[src/rtl/alu_pkg.sv]
// Shared ALU control-code constants and legality check, imported by the ALU
// and by every block that drives it.
package alu_pkg;

    localparam logic [3:0] ALU_AND  = 4'b0000;
    localparam logic [3:0] ALU_OR   = 4'b0001;
    localparam logic [3:0] ALU_ADD  = 4'b0010;
    localparam logic [3:0] ALU_SUB  = 4'b0110;
    localparam logic [3:0] ALU_SLT  = 4'b0111;
    localparam logic [3:0] ALU_XOR  = 4'b1000;
    localparam logic [3:0] ALU_SLL  = 4'b1001;
    localparam logic [3:0] ALU_SRL  = 4'b1010;
    localparam logic [3:0] ALU_SRA  = 4'b1011;
    localparam logic [3:0] ALU_SLTU = 4'b1100;
    localparam logic [3:0] ALU_NOP  = 4'b1111;

    function automatic logic is_legal_alu_op(input logic [3:0] op);
        case (op)
            ALU_AND, ALU_OR, ALU_ADD, ALU_SUB, ALU_SLT, ALU_XOR,
            ALU_SLL, ALU_SRL, ALU_SRA, ALU_SLTU, ALU_NOP: return 1'b1;
            default:                                      return 1'b0;
        endcase
    endfunction

endpackage

[src/rtl/alu_rsp_slot.sv]
// Single-entry response register with valid/ready; a load and a drain in the
// same cycle keep the slot full so a port can complete one op per cycle.
module alu_rsp_slot #(
    parameter int XLEN = 64,
    parameter int TAGW = 4
) (
    input  logic            clk,
    input  logic            reset,
    input  logic            load,
    input  logic [XLEN-1:0] load_data,
    input  logic [TAGW-1:0] load_tag,
    input  logic            load_err,
    input  logic            ready,
    output logic            valid,
    output logic [XLEN-1:0] data,
    output logic [TAGW-1:0] tag,
    output logic            err,
    output logic            free
);

    assign free = !valid || ready;

    // NOTE: sequential state uses non-blocking assignments so every register
    // samples pre-edge values regardless of block ordering.
    always_ff @(posedge clk or posedge reset) begin
        if (reset) begin
            valid <= 1'b0;
            data  <= '0;
            tag   <= '0;
            err   <= 1'b0;
        end else if (load) begin
            valid <= 1'b1;
            data  <= load_data;
            tag   <= load_tag;
            err   <= load_err;
        end else if (valid && ready) begin
            valid <= 1'b0;
        end
    end

endmodule

[src/rtl/alu_share_arbiter.sv]
// Round-robin sharing of one combinational ALU between the execute pipeline
// (port 0) and the address/branch-compare unit (port 1).
module alu_share_arbiter
    import alu_pkg::*;
#(
    parameter int XLEN = 64,
    parameter int TAGW = 4
) (
    input  logic            clk,
    input  logic            reset,
    input  logic [1:0]      req_valid,
    output logic [1:0]      req_ready,
    input  logic [XLEN-1:0] req_a0,
    input  logic [XLEN-1:0] req_a1,
    input  logic [XLEN-1:0] req_b0,
    input  logic [XLEN-1:0] req_b1,
    input  logic [3:0]      req_op0,
    input  logic [3:0]      req_op1,
    input  logic [TAGW-1:0] req_tag0,
    input  logic [TAGW-1:0] req_tag1,
    output logic [XLEN-1:0] alu_a,
    output logic [XLEN-1:0] alu_b,
    output logic [3:0]      alu_ctrl,
    input  logic [XLEN-1:0] alu_result,
    output logic [1:0]      rsp_valid,
    input  logic [1:0]      rsp_ready,
    output logic [XLEN-1:0] rsp_data0,
    output logic [XLEN-1:0] rsp_data1,
    output logic [TAGW-1:0] rsp_tag0,
    output logic [TAGW-1:0] rsp_tag1,
    output logic [1:0]      rsp_err
);

    logic [1:0]      slot_free;
    logic [1:0]      eligible;
    logic [1:0]      grant;
    logic            last_grant;
    logic            op_legal;
    logic [XLEN-1:0] load_data;

    assign eligible = req_valid & slot_free;

    // NOTE: every combinational output gets a default before the case so no
    // path leaves it unassigned and no latch is inferred.
    always_comb begin
        grant = 2'b00;
        case (eligible)
            2'b01:   grant = 2'b01;
            2'b10:   grant = 2'b10;
            2'b11:   grant = last_grant ? 2'b01 : 2'b10;
            default: grant = 2'b00;
        endcase
    end

    assign req_ready = grant;

    always_comb begin
        alu_a    = '0;
        alu_b    = '0;
        alu_ctrl = ALU_NOP;
        if (grant[0]) begin
            alu_a    = req_a0;
            alu_b    = req_b0;
            alu_ctrl = req_op0;
        end else if (grant[1]) begin
            alu_a    = req_a1;
            alu_b    = req_b1;
            alu_ctrl = req_op1;
        end
    end

    // Illegal codes still reach the ALU; the result is replaced by zero here.
    assign op_legal  = is_legal_alu_op(alu_ctrl);
    assign load_data = op_legal ? alu_result : '0;

    // Idle cycles leave the pointer alone so a skipped port keeps its turn.
    always_ff @(posedge clk or posedge reset) begin
        if (reset) begin
            last_grant <= 1'b1;
        end else if (|grant) begin
            last_grant <= grant[1];
        end
    end

    alu_rsp_slot #(.XLEN(XLEN), .TAGW(TAGW)) u_slot0 (
        .clk       (clk),
        .reset     (reset),
        .load      (grant[0]),
        .load_data (load_data),
        .load_tag  (req_tag0),
        .load_err  (!op_legal),
        .ready     (rsp_ready[0]),
        .valid     (rsp_valid[0]),
        .data      (rsp_data0),
        .tag       (rsp_tag0),
        .err       (rsp_err[0]),
        .free      (slot_free[0])
    );

    alu_rsp_slot #(.XLEN(XLEN), .TAGW(TAGW)) u_slot1 (
        .clk       (clk),
        .reset     (reset),
        .load      (grant[1]),
        .load_data (load_data),
        .load_tag  (req_tag1),
        .load_err  (!op_legal),
        .ready     (rsp_ready[1]),
        .valid     (rsp_valid[1]),
        .data      (rsp_data1),
        .tag       (rsp_tag1),
        .err       (rsp_err[1]),
        .free      (slot_free[1])
    );

endmodule

[config.mk]
export PLATFORM = sky130hd
export DESIGN_NAME = alu_share_arbiter
export DESIGN_NICKNAME = d
export VERILOG_FILES = /design/src/rtl/alu_pkg.sv /design/src/rtl/alu_rsp_slot.sv /design/src/rtl/alu_share_arbiter.sv
export SDC_FILE = /design/constraint.sdc
export NUM_CORES = 1
export LEC_CHECK = 0
export CAP_MARGIN = 10
export CORE_AREA = 4 4 241 243
export CTS_BUF_LIST = sky130_fd_sc_hd__clkbuf_8
export CTS_CLUSTER_DIAMETER = 120
export DETAILED_ROUTE_END_ITERATION = 8
export DIE_AREA = 0 0 245 247
export PLACE_DENSITY = 0.52
export SYNTH_ARGS = -nofsm -noshare
export SYNTH_HDL_FRONTEND = slang
export SYNTH_HIERARCHICAL = 1
export SYNTH_SLANG_ARGS = --single-unit
[constraint.sdc]
create_clock -name clk -period 4.3 [get_ports clk]
set_input_delay 0.86 -clock clk [delete_from_list [all_inputs] [get_ports clk]]
set_output_delay 0.86 -clock clk [all_outputs]
set_load 0.005 [all_outputs]
==> metrics list, run 1 <==
- After synthesis, the largest family of logic cells by area is multiplexers.
- Across the routed clock network, the largest skew measured is 16.7 ps.
- Fill cells in the final layout number 5944.
- Arrival time of data at the critical path endpoint: 3280 ps
- Walking the worst path, the cells encountered are clkdlybuf4s50_1 -> nand2b_1 -> and3_4 -> or2_2 -> inv_8 -> buf_4 -> a22o_1 -> clkdlybuf4s50_1.
- Fraction of synthesized cell area taken by the top area cell type: 0.429
- Net count of the mapped netlist: 974
* Compound-gate portion of the synthesized area: 0.193
- Buf/Inv on CP: 4
- Number of top-level pins: 616
- Pre-antenna DRT Iters: 4
* Core box area: 0.0560 sq mm
- Across the run, the number of max-cap violations was 0.
* Count of final hold-check violations: 0
* Avg Inst Size Synth: 12.9 sq um
- Count of clock tree sinks: 141
- Broken down by cell family, the worst path's largest delay share belongs to buffers and inverters.
- Pwr dens: 435 mW/mm^2
- For this run, the total global-route usage over all layers was measured as 0.185.
- In this run the cell area of the synthesized design comes to 0.00816 sq mm.
- Violation count after the first detailed-route iteration: 338
- Routed wire per std cell: 29.3 microns
- Outcome: finished, final reports clean
* Quantity of I/O buffers inserted on ports: 615
- In the final layout, the share of cells above drive strength 1 is 0.196.
- Synthesized instance count: 631
- The first global-routing pass estimated 77.1 mm of wire.
- Leakage power: 6.72 nW
- Hold-fix buffers at CTS: 0
* Time the final worst path needs with I/O delays and setup: 4140 ps
- Final HPWL from detailed placement: 50.5 mm
- The number of different library cells used by synthesis comes to 27.
* FF+latch count, synth: 141
* Routed WL: 59.1 mm
* Width of the chip: 245 microns
* Post-synthesis share of cell area spent on full adders, half adders and majority gates: 0.00153
* Clock tree from TritonCTS: built
- Share of synthesized area spent on multiplexers: 0.254
- In this run the clock root is driven by a clkbuf_8.
* Hold WC Path Type: reg2reg
* Cts bufs inserted: 17
- After clock tree synthesis, the clock-pin slew on the worst setup and hold paths is 90 ps.
* Initial cell density of the core: 0.146
- The Yosys step of the flow raised 6 warnings.
- Worst hold margin: a little over 500 ps
- Fmax: 0.242 GHz
- Synth top area cells: dfrtp_1 43%, mux2_4 25%, a22o_1 14%
- Sequential cell area fraction in the yosys report: 0.433
* Total of cells resized after clock tree synthesis: 0
* Commonest cells after routing, fill and taps aside: 591 x clkdlybuf4s50_1, 140 x dfrtp_1, 138 x mux2_4
- Clock insertion delay at the later pin of the skew report: 470 ps
- Vias in the first global route: 8811
- Maximum vdd ir drop: around 190 uV
- Non-Filler Instances: about 2000
- At the placement stage, the worst setup path has a slack of ~120 ps.
* Critical Path Start Type: input pin
- Vias per inst: 4.04
- GRT overflow: 0
- DRT antenna net count: 0
- Endpoints failing setup: 0
- Setup repair after global routing missed its margin: no
* Placed cell count: just under 2000
* Synthesized-area fraction occupied by xor and xnor cells: 0
* Global placer's final weighted congestion: a little over 1
- Relative to the synthesized area, the layout overhead comes to 92.6%.
* Total Die Area: 0.0605 sq mm
* Pins Over Slew Limit: 0
- The die is 247 microns tall.
* Pin count of the biggest net entering global routing: 45
- Tcrit/Tclk final: 0.962
* Via total after detailed routing: 8164
* Flop2flop setup slack: around 1400 ps
- Number of post-CTS setup repair buffers: 0
* Post-Route Setup TNS: 0 ps
* Largest driver fanout on the critical path: 15
- The library cell used most frequently in the layout, excluding fill and tap cells, is clkdlybuf4s50_1.
- Row Count: 87
- STA puts the critical path data required time at 3440 ps.
* Final Core Density: 0.281
- DRC violation count after routing: 0
- Worst Slack Setup Final: 164 ps
* Transition at the pin with the smallest max-transition slack: 1080 ps
* Cell with the most instances on the worst path: clkdlybuf4s50_1
- Number of antenna violations at the first check in global routing: 27
- By startpoint and endpoint, the worst setup path is classified as in2out.
- Level count of the clock H-tree: 4
* Number of nets in the finished design: 1581
- Largest buffer count on any clock path: 2
- Headroom to the max-slew limit came out at 0.276.
* Worst Setup End Kind: output pin
- CP max stage cell: clkdlybuf4s50_1
- Slowest Stage Delay on Critical Path: 580 ps
* Synthesized-area fraction occupied by and/or/nand/nor cells: 0.0156
* Cell type contributing the most total cell area after synthesis: dfrtp_1
## cell type report
| type | instances | area, sq um | share of cell area |
|---|---|---|---|
| Sequential cell | 141 | 3530 | 0.225 |
| Clock buffer | 18 | 248 | 0.0158 |
| Timing Repair Buffer | 653 | 6740 | 0.429 |
| Antenna cell | 14 | 35.0 | 0.00223 |
| Multi-Input combinational cell | 356 | 3800 | 0.242 |
| Clock inverter | 14 | 134 | 0.00852 |
| Inverter | 69 | 277 | 0.0176 |
| Tap cell | 756 | 946 | 0.0602 |
## metrics by stage
stage	total power (W)	area (sq um)
5_1_grt	0.00719	15700
6_report	0.00684	15700
2_1_floorplan	0.00353	8160
3_5_place_dp	0.00580	15300
4_1_cts	0.00695	15700
3_3_place_gp	0.00579	15300
## worst paths after layout
check | start | endpoint | cells after the start
hold reg to reg | u_slot1/data[59] | u_slot1/data[59] | 1
hold / removal | u_slot1/data[59] | u_slot1/data[59] | 1
max in group asynchronous | reset | u_slot1/data[54] | 3
setup / recovery | rsp_ready[0] | alu_b[36] | 8
min in group asynchronous | reset | last_grant | 2
setup reg to reg | last_grant | u_slot0/data[39] | 9
## sequential cells by signal (all words and copies together), names as in the netlist
name           count
last_grant         1
u_slot0/valid      1
u_slot1/valid      1
u_slot1/tag        4
u_slot0/tag        4
u_slot0/err        1
u_slot1/err        1
u_slot1/data      64
u_slot0/data      64
## cells in the mapped netlist
| cell type | instances |
|---|---|
| or2_1 | 1 |
| dfrtp_1 | 140 |
| a31oi_1 | 64 |
| inv_1 | 69 |
| o22a_4 | 1 |
| nor4b_1 | 2 |
| buf_12 | 14 |
| and3_4 | 1 |
| buf_6 | 8 |
| and3b_4 | 1 |
| o22a_1 | 2 |
| a211o_1 | 1 |
| nand3b_1 | 2 |
| nor3_1 | 2 |
| ha_1 | 1 |
| buf_2 | 38 |
| or2_2 | 2 |
| nand2_1 | 2 |
| a22o_1 | 128 |
| nor2_1 | 1 |
| a21o_1 | 1 |
| clkbuf_1 | 5 |
| mux2_4 | 138 |
| nand2b_1 | 4 |
| and3_1 | 1 |
| o21ai_0 | 1 |
| dfstp_2 | 1 |
## worst reg2reg max path, cell delays in order (launching register included)
cell     delay (ps)
dfstp_2         550
and3b_4         220
or2_2           340
o22a_1          230
ha_1            200
or2_2           490
buf_12          250
buf_4           180
a31oi_1         250
mux2_4          190
## routing by layer
metal / wire [microns] / vias up / GRT usage
met3: 5380 / 81 / 0.0712
met4: 2480 / 6 / 0.0759
met5: 34 / - / 0
met1: 19600 / 4058 / 0.182
met2: 31600 / 459 / 0.349
li1: - / 3560 / -
## power by group
part / internal [W] / total (W) / switching [W]
Sequential: 0.00180 / 0.00210 / 0.000304
Clock: 0.000481 / 0.00109 / 0.000611
Combinational: 0.00233 / 0.00365 / 0.00132
Total: 0.00461 / 0.00684 / 0.00224
## cells by family (layout without fill, tap and decap cells)
kind of cell | after synthesis | in the layout
buf+inv | 134 | 754
fa+ha+maj | 1 | 1
flops | 141 | 141
compound gates | 198 | 198
other cells | 0 | 14
simple gates | 19 | 19
mux | 138 | 138
Power figures use the tool's default switching activity.
==> run 2, diff against run 1 <==
Settings changed: ABC_AREA set to 1, CORE_AREA 4 4 241 243 to 2 2 243 245, PLACE_DENSITY 0.52 to 0.51, TNS_END_PERCENT set to 30.
==> run 2 against run 1 <==
  * Via count grew 8.0%
  * Global-route usage is 1.7 points lower
  * Non-clock buffer count decreased by 10
  * Cell area fell by 3.0%
  * Setup slack improved by 150 ps
  * Register-to-register slack better by 430 ps
  * Hold slack lost 44 ps
  * Synthesized cell count grew 47%
  * Clock power shrank 13%
  * Cell count rose by 15%
==> metrics list, run 2 <==
* Synth top area cells: dfrtp_1 45%, nand2_1 21%, a22o_1 14% (was dfrtp_1 43%, mux2_4 25%, a22o_1 14%)
- Hold path startpoint: u_slot1/data[18] (was u_slot1/data[59])
- Cts bufs inserted: 17 (unchanged)
- Arrival time of data at the critical path endpoint: 3120 ps (was 3280 ps)
- The number of nets in the synthesized netlist is 1271 (was 974).
- The post-synthesis cell count is 928 (was 631).
- The slew at the pin closest to its max-slew limit is 540 ps (was 1080 ps).
- Largest driver fanout on the critical path: 19 (was 15)
- The power density over the cells was 384 mW/mm^2 (was 435 mW/mm^2).
* Root buf cell: clkbuf_8 (unchanged)
- The post-route cell area came to 0.0152 sq mm (was 0.0157 sq mm).
- DRT antenna net count: 0 (unchanged)
- The number of cells on the worst reg-to-reg path came to 15 (was 9).
- The top cell type by total area after synthesis is dfrtp_1 (unchanged).
- Area Growth Syn to Fin: 96.2% (was 92.6%)
* Share of cells above drive strength 1: 0.0833 (was 0.196)
- The total routing usage reported by global routing was 0.169 (was 0.185).
- The worst reg2reg path endpoint was u_slot1/data[61] (was u_slot0/data[39]).
- Post-synthesis async set-or-reset flop share: 1.00 (unchanged)
- The class of the most critical setup path was in2out (unchanged).
- Avg Inst Size Synth: 8.38 sq um (was 12.9 sq um)
* Worst slew margin: 0.640 (was 0.276)
- Worst Setup End Kind: output pin (unchanged)
- Post-Route Setup TNS: 0 ps (unchanged)
* Placed Instance Area: 0.0149 sq mm (was 0.0153 sq mm)
- The die outline area was 0.0605 sq mm (unchanged).
- Synth cell count leaders: 429 x nand2_1, 140 x dfrtp_1, 128 x a22o_1, 80 x inv_1, 50 x nor2_4 (was 140 x dfrtp_1, 138 x mux2_4, 128 x a22o_1, 69 x inv_1, 64 x a31oi_1)
* Total Power Consumption: 0.00586 W (was 0.00684 W)
* Time the final worst path needs with I/O delays and setup: 3980 ps (was 4140 ps)
- The post-route non-filler standard cell count is 2331 (was 2021).
- Via total after detailed routing: 8814 (was 8164)
- The required arrival time at the worst endpoint came to 3440 ps (about the same).
- Outcome: finished, final reports clean (unchanged)
- The standby leakage power came to 6.89 nW (was 6.72 nW).
- The initial antenna violation count was 31 (was 27).
- The total count of hold-check failures in the final report came to 0 (unchanged).
- Count of clock tree sinks: 141 (unchanged)
* Number of nets in the finished design: 1868 (was 1581)
* Pins Over Slew Limit: 0 (unchanged)
- The DRC violation count after routing came to 0 (unchanged).
- The per-cell via count in the routed design came to 3.78 (was 4.04).
- Largest regs: u_slot0/data: 64 flops, u_slot1/data: 64 flops (unchanged).
* Worst Hold Path Cells: 2 (was 1)
- The first-iteration detailed-routing DRC count came to 262 (was 338).
- The routability-driven placement congestion ratio came to 1.03 (was 1.04).
* Final HPWL from detailed placement: 44.7 mm (was 50.5 mm)
- Critical Path Start Type: input pin (unchanged)
- Clock insertion delay at the later pin of the skew report: 470 ps (about the same)
- Leading register cell type out of synthesis: dfrtp_1 (unchanged)
- Clock tree from TritonCTS: built (unchanged)
- The first-pass GRT wire length is 70.6 mm (was 77.1 mm).
- The number of setup violations in the final report is 0 (unchanged).
* Pre-antenna DRT Iters: 4 (unchanged)
- The portion of synthesized cell area occupied by the leading cell type came to 0.451 (was 0.429).
- The count of hold-fix buffers inserted at cts is 0 (unchanged).
- Pin count of the biggest net entering global routing: 71 (was 45)
* Number of post-CTS setup repair buffers: 0 (unchanged)
* End point of the most critical hold path: u_slot1/data[18] (was u_slot1/data[59])
* Fmax: 0.251 GHz (was 0.242 GHz)
- Routed WL: 53.0 mm (was 59.1 mm)
- Routed wire per std cell: 22.8 microns (was 29.3 microns)
* Total of cells resized after clock tree synthesis: 0 (unchanged)
- Largest buffer count on any clock path: 2 (unchanged)
- Top-count cell post-synth: nand2_1 (was dfrtp_1)
* Setup clock skew after layout: 25.9 ps (was 16.7 ps)
- The overall die width came to 245 microns (unchanged).
- Number of distinct standard cells referenced by the synthesized netlist: 22 (was 27)
- Launch instance of the worst register-to-register path: u_slot1/valid (was last_grant)
- Flop2flop setup slack: 1790 ps (was 1360 ps)
* Post-Syn Area: 0.00777 sq mm (was 0.00816 sq mm)
- FF+latch count, synth: 141 (unchanged)
- Commonest cells after routing, fill and taps aside: 607 x clkdlybuf4s50_1, 428 x nand2_1, 140 x dfrtp_1 (was 591 x clkdlybuf4s50_1, 140 x dfrtp_1, 138 x mux2_4).
- Row Count: 89 (was 87)
- Most common library cell in the layout ignoring fill and taps: clkdlybuf4s50_1 (unchanged)
- Count of flip-flops with a built-in enable after synthesis: 0 (unchanged)
- Sequential cell area fraction in the yosys report: 0.454 (was 0.433)
- Die outline height: 247 microns (unchanged)
- GRT overflow: 0 (unchanged)
* Vias in the first global route: 8986 (was 8811)
* Quantity of I/O buffers inserted on ports: 615 (unchanged)
- Setup repair after global routing missed its margin: no (unchanged).
- Synth warn: 6 (unchanged)
- The clock-pin transition on the worst setup and hold timing paths came to 70 ps (was 90 ps).
* Hold WC Path Type: reg2reg (unchanged)
- The count of max-cap constraint violations is 0 (unchanged).
- Tcrit/Tclk final: 0.926 (was 0.962)
- The H-tree depth is 4 (unchanged).
* Initial cell density of the core: 0.133 (was 0.146)
- The placed instance count was 2279 (was 1975).
- Maximum vdd ir drop: 216 uV (was 188 uV)
- The number of I/O pins came to 616 (unchanged).
- Core box area: 0.0582 sq mm (was 0.0560 sq mm)
==> run 2: changes by cell type after synthesis, sizes merged, moves of 2 or more <==
| cell | delta |
|---|---|
| mux2 | -138 |
| nand2b | -4 |
| o22a | -3 |
| nor3 | -2 |
| a31oi | -64 |
| nand2 | +430 |
| nor4b | -2 |
| nand3 | +7 |
| and3 | -2 |
| clkbuf | -3 |
| nor2 | +65 |
| or2 | -3 |
| buf | +3 |
| inv | +15 |
==> run 2: logic make-up (layout without fill, tap and decap cells) <==
| family | after synthesis | after routing | share of synthesized area |
|---|---|---|---|
| adders and majority gates | 1 | 1 | 0.00161 |
| AOI/OAI and AO/OA | 131 | 131 | 0.147 |
| and+or+nand+nor | 506 | 506 | 0.297 |
| DFF | 141 | 141 | 0.454 |
| buffers and inverters | 149 | 758 | 0.101 |
| other | 0 | 21 | 0 |
==> run 2: layout make-up <==
class / instances / area (sq um)
Timing Repair Buffer: 643 / 6580
Fill cell: 6263 / 43000
Clock buffer: 17 / 234
Sequential cell: 141 / 3530
Multi-Input combinational cell: 638 / 3470
Inverter: 84 / 328
Tap cell: 773 / 967
Antenna cell: 21 / 52.6
Clock inverter: 14 / 85.1
==> run 2: layer usage <==
metal	routed length [microns]	share of wire	up-vias	GRT usage
met5	36	0.00068	-	0
met4	2170	0.041	6	0.0671
met3	3750	0.071	56	0.0489
met2	28100	0.53	386	0.316
met1	19000	0.36	4209	0.175
li1	-	-	4157	-
==> run 2: how the worst max path moves through the flow <==
stage	start	endpoint	slack [ps]	cells after the start
2_1_floorplan	rsp_ready[1]	alu_a[44]	1650	9
3_3_place_gp	rsp_ready[1]	alu_b[50]	220	11
3_5_place_dp	rsp_ready[1]	alu_b[54]	250	11
4_1_cts	rsp_ready[1]	alu_b[54]	250	11
5_1_grt	rsp_ready[1]	alu_b[54]	150	11
6_report	rsp_ready[1]	alu_b[54]	320	11
==> run 2: report_power, final <==
group	switching [W]	internal [W]
Clock	0.000562	0.000386
Combinational	0.00131	0.00167
Sequential	0.000220	0.00171
==> run 2: stage by stage <==
step	setup slack [ps]	hold WS, ps	util
6_report	317	469	0.262
5_1_grt	153	493	0.261
4_1_cts	251	476	0.261
3_5_place_dp	248	457	0.255
3_3_place_gp	220	453	0.255
2_1_floorplan	1650	465	-
==> run 2: worst max-delay path: stages <==
cell	delay, ps
clkdlybuf4s50_1	460
inv_1	40
nand2_1	180
nand2_1	100
inv_1	120
nand2_1	150
inv_6	220
buf_12	190
buf_12	140
a22o_1	140
clkdlybuf4s50_1	510
==> run 3, diff against run 2 <==
Settings changed: CORE_AREA 2 2 243 245 to 2 2 236 238, DIE_AREA 0 0 245 247 to 0 0 238 240, GPL_ROUTABILITY_DRIVEN set to 1, PLACE_DENSITY 0.51 to 0.52.
==> run 3 against run 2 <==
  * Register-to-register slack got worse by 270 ps
  * Die area shrank 5.6%
  * Sequential power hardly changed
  * Combinational power hardly changed
  * Count of clock-buffer cells in the layout up 1
  * Global-route usage rose by 0.52 points
  * Routed wire length decreased by 1.7%
  * Non-clock buffer count shrank 8
  * Sequential cell count stayed put
  * Power is 3.6% higher
  * Hold slack gained 2.1 ps
==> metrics list, run 3 (same netlist as run 2, synthesis figures left out) <==
- Outcome: finished, final reports clean (unchanged).
* Global placer's final weighted congestion: 0.894 (was 1.03)
- The aggregate negative setup slack was 0 ps (unchanged).
* Transition at the pin with the smallest max-transition slack: 901 ps (was 540 ps)
- The time the final worst path needs with I/O delays and setup came to 4120 ps (was 3980 ps).
* Arrival time of data at the critical path endpoint: 3260 ps (was 3120 ps)
* Total area of multi-input combinational cells: 0.00347 sq mm (unchanged)
- Total global-route track usage: 0.174 (was 0.169)
- The highest attainable clock frequency came to 0.242 GHz (was 0.251 GHz).
* Total of cells resized after clock tree synthesis: 0 (unchanged)
* Width of the chip: 238 microns (was 245 microns)
- Final Instance Area: 0.0151 sq mm (was 0.0152 sq mm)
* Setup clock skew after layout: 14.0 ps (was 25.9 ps)
- Pre-antenna DRT Iters: 5 (was 4)
* Maximum vdd ir drop: 264 uV (was 216 uV)
* Launching element of the worst setup path: rsp_ready[1] (unchanged)
* Critical path required time: 3440 ps (about the same)
- The source-to-sink clock delay at the later pin of the worst-skew pair came to 470 ps (about the same).
- CP max stage cell: clkdlybuf4s50_1 (unchanged)
* Vias in the first global route: 8927 (was 8986)
* Pwr dens: 402 mW/mm^2 (was 384 mW/mm^2)
* Worst hold margin: 471 ps (was 469 ps)
- The number of cells on the critical path is 10 (was 11).
- Commonest cells after routing, fill and taps aside: 602 x clkdlybuf4s50_1, 428 x nand2_1, 140 x dfrtp_1 (was 607 x clkdlybuf4s50_1, 428 x nand2_1, 140 x dfrtp_1)
- Core box area: 0.0547 sq mm (was 0.0582 sq mm)
- DRC violation count after routing: 0 (unchanged)
- The max-slew headroom at the worst pin was 0.399 (was 0.640).
- Placed Instance Area: 0.0147 sq mm (was 0.0149 sq mm)
* Cell with the most instances on the worst path: nand2_1 (unchanged)
- The number of cells on the worst reg-to-reg path came to 15 (unchanged).
- Hold-fix buffers at CTS: 0 (unchanged)
- The count of max-cap constraint violations was 0 (unchanged).
- The H-tree depth was 4 (unchanged).
- The total length of routed wires came to 52.2 mm (was 53.0 mm).
* Clk pin slew, worst setup/hold paths: 80 ps (was 70 ps)
* Placed cell count: 2202 (was 2279)
* Endpoints failing setup: 0 (unchanged)
* Critical path type: in2out (unchanged)
* Most common library cell in the layout ignoring fill and taps: clkdlybuf4s50_1 (unchanged)
- The number of nets still failing antenna checks after routing came to 0 (unchanged).
* Hold WC Path Type: reg2reg (unchanged)
- The master cell of the clock root buffer is clkbuf_8 (unchanged).
- The largest fanout on the critical path was 42 (was 19).
- The per-cell via count in the routed design was 3.93 (was 3.78).
- Row Count: 86 (was 89)
* Wire length of the first global-routing pass: 69.1 mm (was 70.6 mm)
- Initial cell density of the core: 0.142 (was 0.133)
- Routed wire per std cell: 23.2 microns (was 22.8 microns)
- Worst Hold Path Cells: 2 (unchanged)
* Hold path startpoint: u_slot1/data[38] (was u_slot1/data[18])
- Pin count of the biggest net entering global routing: 71 (unchanged)
- Critical Path Start Type: input pin (unchanged)
- The standby leakage power came to 6.88 nW (was 6.89 nW).
- Share of cells above drive strength 1: 0.0843 (was 0.0833)
* Launch instance of the worst register-to-register path: u_slot1/valid (unchanged)
* Kind of cell adding the most delay to the critical path: buffers and inverters (unchanged)
- The net count of the finished layout is 1860 (was 1868).
- The area taken by flip-flops and latches is 0.00353 sq mm (unchanged).
- The filler cell count in the final layout came to 5857 (was 6263).
* Tcrit/Tclk final: 0.959 (was 0.926)
* Quantity of I/O buffers inserted on ports: 615 (unchanged)
- The die outline area came to 0.0571 sq mm (was 0.0605 sq mm).
* Non-Filler Instances: 2250 (was 2331)
* Worst Setup End Kind: output pin (unchanged)
- Pins Over Slew Limit: 0 (unchanged)
- Count of clock tree sinks: 141 (unchanged)
- Number of top-level pins: 616 (unchanged)
* Slowest Stage Delay on Critical Path: 550 ps (was 510 ps)
- The number of post-CTS setup repair buffers is 0 (unchanged).
- Via total after detailed routing: 8847 (was 8814)
- Largest buffer count on any clock path: 2 (unchanged)
- Final HPWL from detailed placement: 43.6 mm (was 44.7 mm)
* Number of antenna violations at the first check in global routing: 19 (was 31)
- The total count of hold-check failures in the final report came to 0 (unchanged).
- Buf/Inv on CP: 6 (was 7)
* Cts bufs inserted: 17 (unchanged)
- GRT overflow: 0 (unchanged)
- The layout overhead on the synthesized area was 94.5% (was 96.2%).
- Setup repair after global routing missed its margin: no (unchanged).
- Clock tree from TritonCTS: built (unchanged)
- Cells along the critical path: clkdlybuf4s50_1 -> inv_1 -> nand2_1 -> nand2_1 -> inv_1 -> nand2_1 -> inv_6 -> buf_12 -> a22o_1 -> clkdlybuf4s50_1 (was clkdlybuf4s50_1 -> inv_1 -> nand2_1 -> nand2_1 -> inv_1 -> nand2_1 -> inv_6 -> buf_12 -> buf_12 -> a22o_1 -> clkdlybuf4s50_1).
- Largest regs: u_slot0/data: 64 flops, u_slot1/data: 64 flops (unchanged)
* Die outline height: 240 microns (was 247 microns)
- The first-iteration detailed-routing DRC count was 348 (was 262).
## run 3: final cells by class
cell class,count,share of cell area
Sequential cell,141,0.233
Inverter,84,0.0217
Timing Repair Buffer,635,0.427
Antenna cell,16,0.00265
Clock buffer,18,0.0164
Tap cell,704,0.0583
Multi-Input combinational cell,638,0.229
Clock inverter,14,0.0109
## run 3: metal layers
layer	part of all wire	GRT usage
met5	0.00015	0
met4	0.039	0.0975
met3	0.094	0.0652
met2	0.51	0.297
met1	0.36	0.185
## run 3: power breakdown
group	internal, W	switching [W]	total (W)
logic	0.00164	0.00134	0.00298
registers	0.00171	0.000227	0.00194
clock network	0.000591	0.000556	0.00115
total	0.00394	0.00213	0.00607
## run 3: final timing paths
kind,slack [ps],end
max in group asynchronous,2520,u_slot1/data[44]
worst min-delay path,470,u_slot1/data[38]
worst max register to register,1520,u_slot0/data[59]
min in group asynchronous,790,last_grant
worst max-delay path,180,alu_a[53]
worst min register to register,470,u_slot1/data[38]
## run 3: stage by stage
step / total power [W] / utilization / setup slack [ps]
after floorplan: 0.00304 / - / 1650
after global placement: 0.00496 / 0.268 / 153
after detailed placement: 0.00498 / 0.268 / 160
after CTS: 0.00618 / 0.276 / 157
after global routing: 0.00646 / 0.277 / 76.1
final: 0.00607 / 0.277 / 176
## run 3: worst min-delay path, delay by kind of cell (launching register included)
family / cells / cell delay (ps)
DFF: 1 / 350
and+or+nand+nor: 2 / 90
==> RTL change 1, RTL diff (config.mk and constraints of run 2) <==
`TAGW` is set to 4 in 2 places; all go to 6.
--- a/src/rtl/alu_rsp_slot.sv
+++ b/src/rtl/alu_rsp_slot.sv
@@ -3,5 +3,5 @@
 module alu_rsp_slot #(
     parameter int XLEN = 64,
-    parameter int TAGW = 4
+    parameter int TAGW = 6
 ) (
     input  logic            clk,
--- a/src/rtl/alu_share_arbiter.sv
+++ b/src/rtl/alu_share_arbiter.sv
@@ -5,5 +5,5 @@
 #(
     parameter int XLEN = 64,
-    parameter int TAGW = 4
+    parameter int TAGW = 6
 ) (
     input  logic            clk,
Ports: changed (resized req_tag0, req_tag1, rsp_tag0 and rsp_tag1); port bits go from 616 to 624. No check against the original RTL was run, so the function may have changed too.
==> RTL change 1 against run 2 <==
- sequential power rose by 4%
- synthesized area rose by 2.5%
- total power rose by 6.3%
- sequential cell count rose by 4
- critical path depth fell by 1
- global-route usage rose by 1.2 points
- cell count rose by 0.64%
- cell area rose by 2.1%
- count of clock-buffer cells in the layout rose by 1
- routed wire length rose by 6.7%
- worst setup slack got worse by 0.18 ns
- largest cell class unchanged
==> RTL change 1: results (changes against run 2) <==
| Metric | Value |
|---|---|
| Status | finished clean |
| Worst-skew pair later-pin latency | 0.49 ns (+0.02 ns) |
| Min-delay src | u_slot1/data[41] |
| Compound-Gate Fraction of Synth Area | 0.1432 (-0.003597) |
| Reg2reg path depth | 16 (+1) |
| Multi-input gate count | 650 (+1.9%) |
| Post-Synth Adder-Cell Area | 0.001570 (-0.00003944) |
| Wire length on met1 | 20190 um (+6.3%) |
| Register area share after synthesis | 0.4556 (+0.001438) |
| GR Layer Usage met1 | 0.1861 (+0.01090) |
| GPL Wtd Cong | 1.030 (+0.44%) |
| Min Tclk post-route | 4.164 ns (+0.1815 ns) |
| Met3 Usage GRT | 0.06696 (+0.01802) |
| # clock sinks | 145 (+2.8%) |
| Buffers, non-clock | 650 (+1.1%) |
| Headroom to the max-slew limit | 0.2854 (-0.3545) |
| Gr usage total | 0.1804 (+0.01180) |
| WL/cell | 24.11 um (+6.0%) |
| Final HPWL DP | 47570 um (+6.5%) |
| Clock buffers | 18 (+1) |
| Fraction of area in multi-input gates | 0.2256 (-0.001692) |
| Clk tree area frac | 0.02509 (+0.004161) |
| Non-clk buf share | 0.4302 (-0.001638) |
| Dpl ws | 0.1945 ns (-0.05313 ns) |
| Global-route wire length before repair | 75180 um (+6.5%) |
| CP endpoint | alu_a[63] |
| Largest cells by area after synthesis | dfrtp_1 (45%), nand2_1 (21%), a22o_1 (14%) |
| P_leak | 7.059 nW (+2.4%) |
| Vias in the first global route | 9455 (+5.2%) |
| FF+latch area | 3630 um2 (+2.8%) |
| Reg2reg end | u_slot1/data[12] |
| Filler Cells Inserted | 6215 (-0.77%) |
| Crit-path max FO | 60 (+41) |
| WP data arrival | 3.30 ns (+0.18 ns) |
RTL change 1: cell types whose count changed after synthesis, sizes merged:
cell,run 2,this run
nand2,432,444
dfrtp,140,144
RTL change 1: stage by stage:
| step | total power, mW | hold slack, ns | cell area (um2) | utilization | cells |
|---|---|---|---|---|---|
| final | 6.230 | 0.4745 | 15560 | 0.2672 | 2346 |
| after global placement | 5.161 | 0.4525 | 15140 | 0.2600 | 2302 |
| after detailed placement | 5.180 | 0.4572 | 15140 | 0.2600 | 2302 |
| after global routing | 6.655 | 0.4941 | 15560 | 0.2672 | 2346 |
| after CTS | 6.370 | 0.4799 | 15530 | 0.2667 | 2334 |
| after floorplan | 3.114 | 0.4650 | 7968 | - | 944 |
RTL change 1: power by group:
part           switching (mW)  internal, mW
Combinational            1.40          1.70
Sequential              0.239          1.76
Clock                   0.634         0.493
==> RTL change 2, RTL diff (settings of run 2) <==
Made on the original files. Register the output `rsp_err`, cleared by the reset; this adds one clock of latency there. The other outputs are not delayed to match.
--- a/src/rtl/alu_share_arbiter.sv
+++ b/src/rtl/alu_share_arbiter.sv
@@ -31,4 +31,6 @@
     output logic [1:0]      rsp_err
 );
+
+    logic [1:0] rsp_err_d;
 
     logic [1:0]      slot_free;
@@ -94,5 +96,5 @@
         .data      (rsp_data0),
         .tag       (rsp_tag0),
-        .err       (rsp_err[0]),
+        .err       (rsp_err_d[0]),
         .free      (slot_free[0])
     );
@@ -109,8 +111,16 @@
         .data      (rsp_data1),
         .tag       (rsp_tag1),
-        .err       (rsp_err[1]),
+        .err       (rsp_err_d[1]),
         .free      (slot_free[1])
     );
 
+    always_ff @(posedge clk or posedge reset) begin
+        if (reset) begin
+            rsp_err <= '0;
+        end else begin
+            rsp_err <= rsp_err_d;
+        end
+    end
+
 endmodule
 
Check against the original RTL: not equivalent (a bounded check fails within 4 cycles, from zero or initial values and one cycle with reset high).
==> RTL change 2 against run 2 <==
- total power increased by 5.5%
- critical path depth shrank 1
- synthesized area up 0.53%
- sequential cell count increased by 2
- first-iteration DRC count grew 40%
- routed wire length is 9.9% higher
- sequential share of layout area grew 0.20 points
- cell area is 0.53% higher
- worst setup slack got worse by 0.13 ns
- non-clock buffer count down 2
- highest routed layer unchanged
==> RTL change 2: results (changes against run 2) <==
| Metric | Value |
|---|---|
| Status | finished clean |
| Nets@finish | 1866 (-0.11%) |
| Gr usage total | 0.1859 (+0.01734) |
| Post-synthesis mux area share | 0 (unchanged) |
| Post-synthesis cell type count | 22 (unchanged) |
| CP max stage cell | clkdlybuf4s50_1 |
| Share of cells above drive strength 1 | 0.08919 (+0.005914) |
| Main synth FF type | dfrtp_1 |
| DR iter-0 viols | 367 (+40%) |
| Post-CTS Setup Bufs | 0 (unchanged) |
| WP data arrival | 3.25 ns (+0.13 ns) |
| XOR/XNOR Fraction of Synth Area | 0 (unchanged) |
| Post-synth net total | 1271 (unchanged) |
| Crit-path max FO | 49 (+30) |
| Clock Skews | 0.02771 ns (+0.001800 ns) |
| Final HPWL DP | 48950 um (+9.6%) |
| Num CTS Buffers | 17 (unchanged) |
| Number of port buffers | 615 (unchanged) |
| Via count | 9002 (+2.1%) |
| Global-route wire length before repair | 76440 um (+8.3%) |
| WL final | 58290 um (+9.9%) |
| Headroom to the max-slew limit | 0.3017 (-0.3382) |
| Via density per instance | 3.872 (+2.4%) |
| Post-CTS sizing | 0 (unchanged) |
| Peak VDD IR | 0.2055 mV (-4.6%) |
| Clock root cell | clkbuf_8 |
| GPL Wtd Cong | 1.069 (+4.3%) |
| Compound-Gate Fraction of Synth Area | 0.1460 (-0.0007758) |
| Critical Path Max Stage Delay | 0.57 ns (+0.06 ns) |
| H-tree Lvls | 4 (unchanged) |
| Top Registers | u_slot0/data x64, u_slot1/data x64 |
| Asr flop ratio synth | 1.000 (unchanged) |
| Register area share after synthesis | 0.4581 (+0.004005) |
| Placed cell count | 2277 (-0.088%) |
| Drt pass-1 iters | 5 (+1) |
| P_leak | 6.937 nW (+0.66%) |
| Worst-skew pair later-pin latency | 0.49 ns (+0.02 ns) |
| Mapped Avg Cell Area | 8.420 um2 (+0.53%) |
| Top post-synthesis cells by count | nand2_1 (427), dfrtp_1 (142), a22o_1 (128), inv_1 (81), nor2_4 (50) |
| Clock transition at path regs | 0.08 ns |
| Maximum clock path buffer count | 2 (unchanged) |
| Largest cells by area after synthesis | dfrtp_1 (45%), nand2_1 (21%), a22o_1 (14%) |
| DP Area | 14880 um2 (about the same) |
| Largest net degree at the start of global routing | 67 (-5.6%) |
| Hold Crit Class | reg -> reg |
| Ys Warns | 6 (unchanged) |
| Initial antenna violation count | 43 (+39%) |
| Post-Synth Adder-Cell Area | 0.001601 (-0.000008506) |
RTL change 2: layer usage:
layer	wire, um	vias up	GRT usage
met2	32300	406	0.3632
met4	3018	4	0.09362
met1	18920	4331	0.1750
li1	-	4143	-
met5	26	-	0
met3	4022	118	0.05329
RTL change 2: cell type report:
| class | instances | area (um2) |
|---|---|---|
| tap | 773 | 967.2 |
| inverter | 87 | 339.1 |
| clock buffer | 20 | 275.3 |
| sequential | 143 | 3580 |
| multi-input combinational | 633 | 3450 |
| timing repair buffer | 641 | 6541 |
| fill | 6252 | 42910 |
| antenna | 16 | 40.04 |
| clock inverter | 12 | 135.1 |
RTL change 2: through the flow:
stage               total power, mW  setup slack, ns
finish                        6.180           0.1899
CTS                           6.290           0.1163
detailed placement            5.096           0.1133
global placement              5.073          0.04546
floorplan                     3.079            1.636
global route                  6.556          0.06371
RTL change 2: cells by family (layout without fill, tap and decap cells):
family,count (synthesis),in the layout
buffers and inverters,152,760
AND/OR/NAND/NOR,501,501
flip-flops,143,143
AO/OA/AOI/OAI,131,131
other,0,16
adder cells (fa/ha/maj),1,1
RTL change 2: path summary, 6_finish.rpt:
path	from	slack, ns	to	depth (start not counted)
max	rsp_ready[0]	0.19	alu_a[35]	10
max reg2reg	u_slot0/valid	1.58	u_slot0/data[32]	15
min in group asynchronous	reset	0.69	rsp_err[0]	2
max in group asynchronous	reset	2.36	u_slot1/data[23]	3
min reg2reg	u_slot1/err	0.38	rsp_err[1]	0
min	u_slot1/err	0.38	rsp_err[1]	0
RTL change 2: critical path, delay by kind of cell:
kind            cells  cell delay (ns)
buf+inv             6             1.53
simple gates        3             0.44
compound gates      1             0.36
RTL change 2: power breakdown:
group / total (mW) / switching (mW) / internal [mW]
clock: 1.16 / 0.593 / 0.563
combinational: 3.05 / 1.38 / 1.67
sequential: 1.97 / 0.226 / 1.74
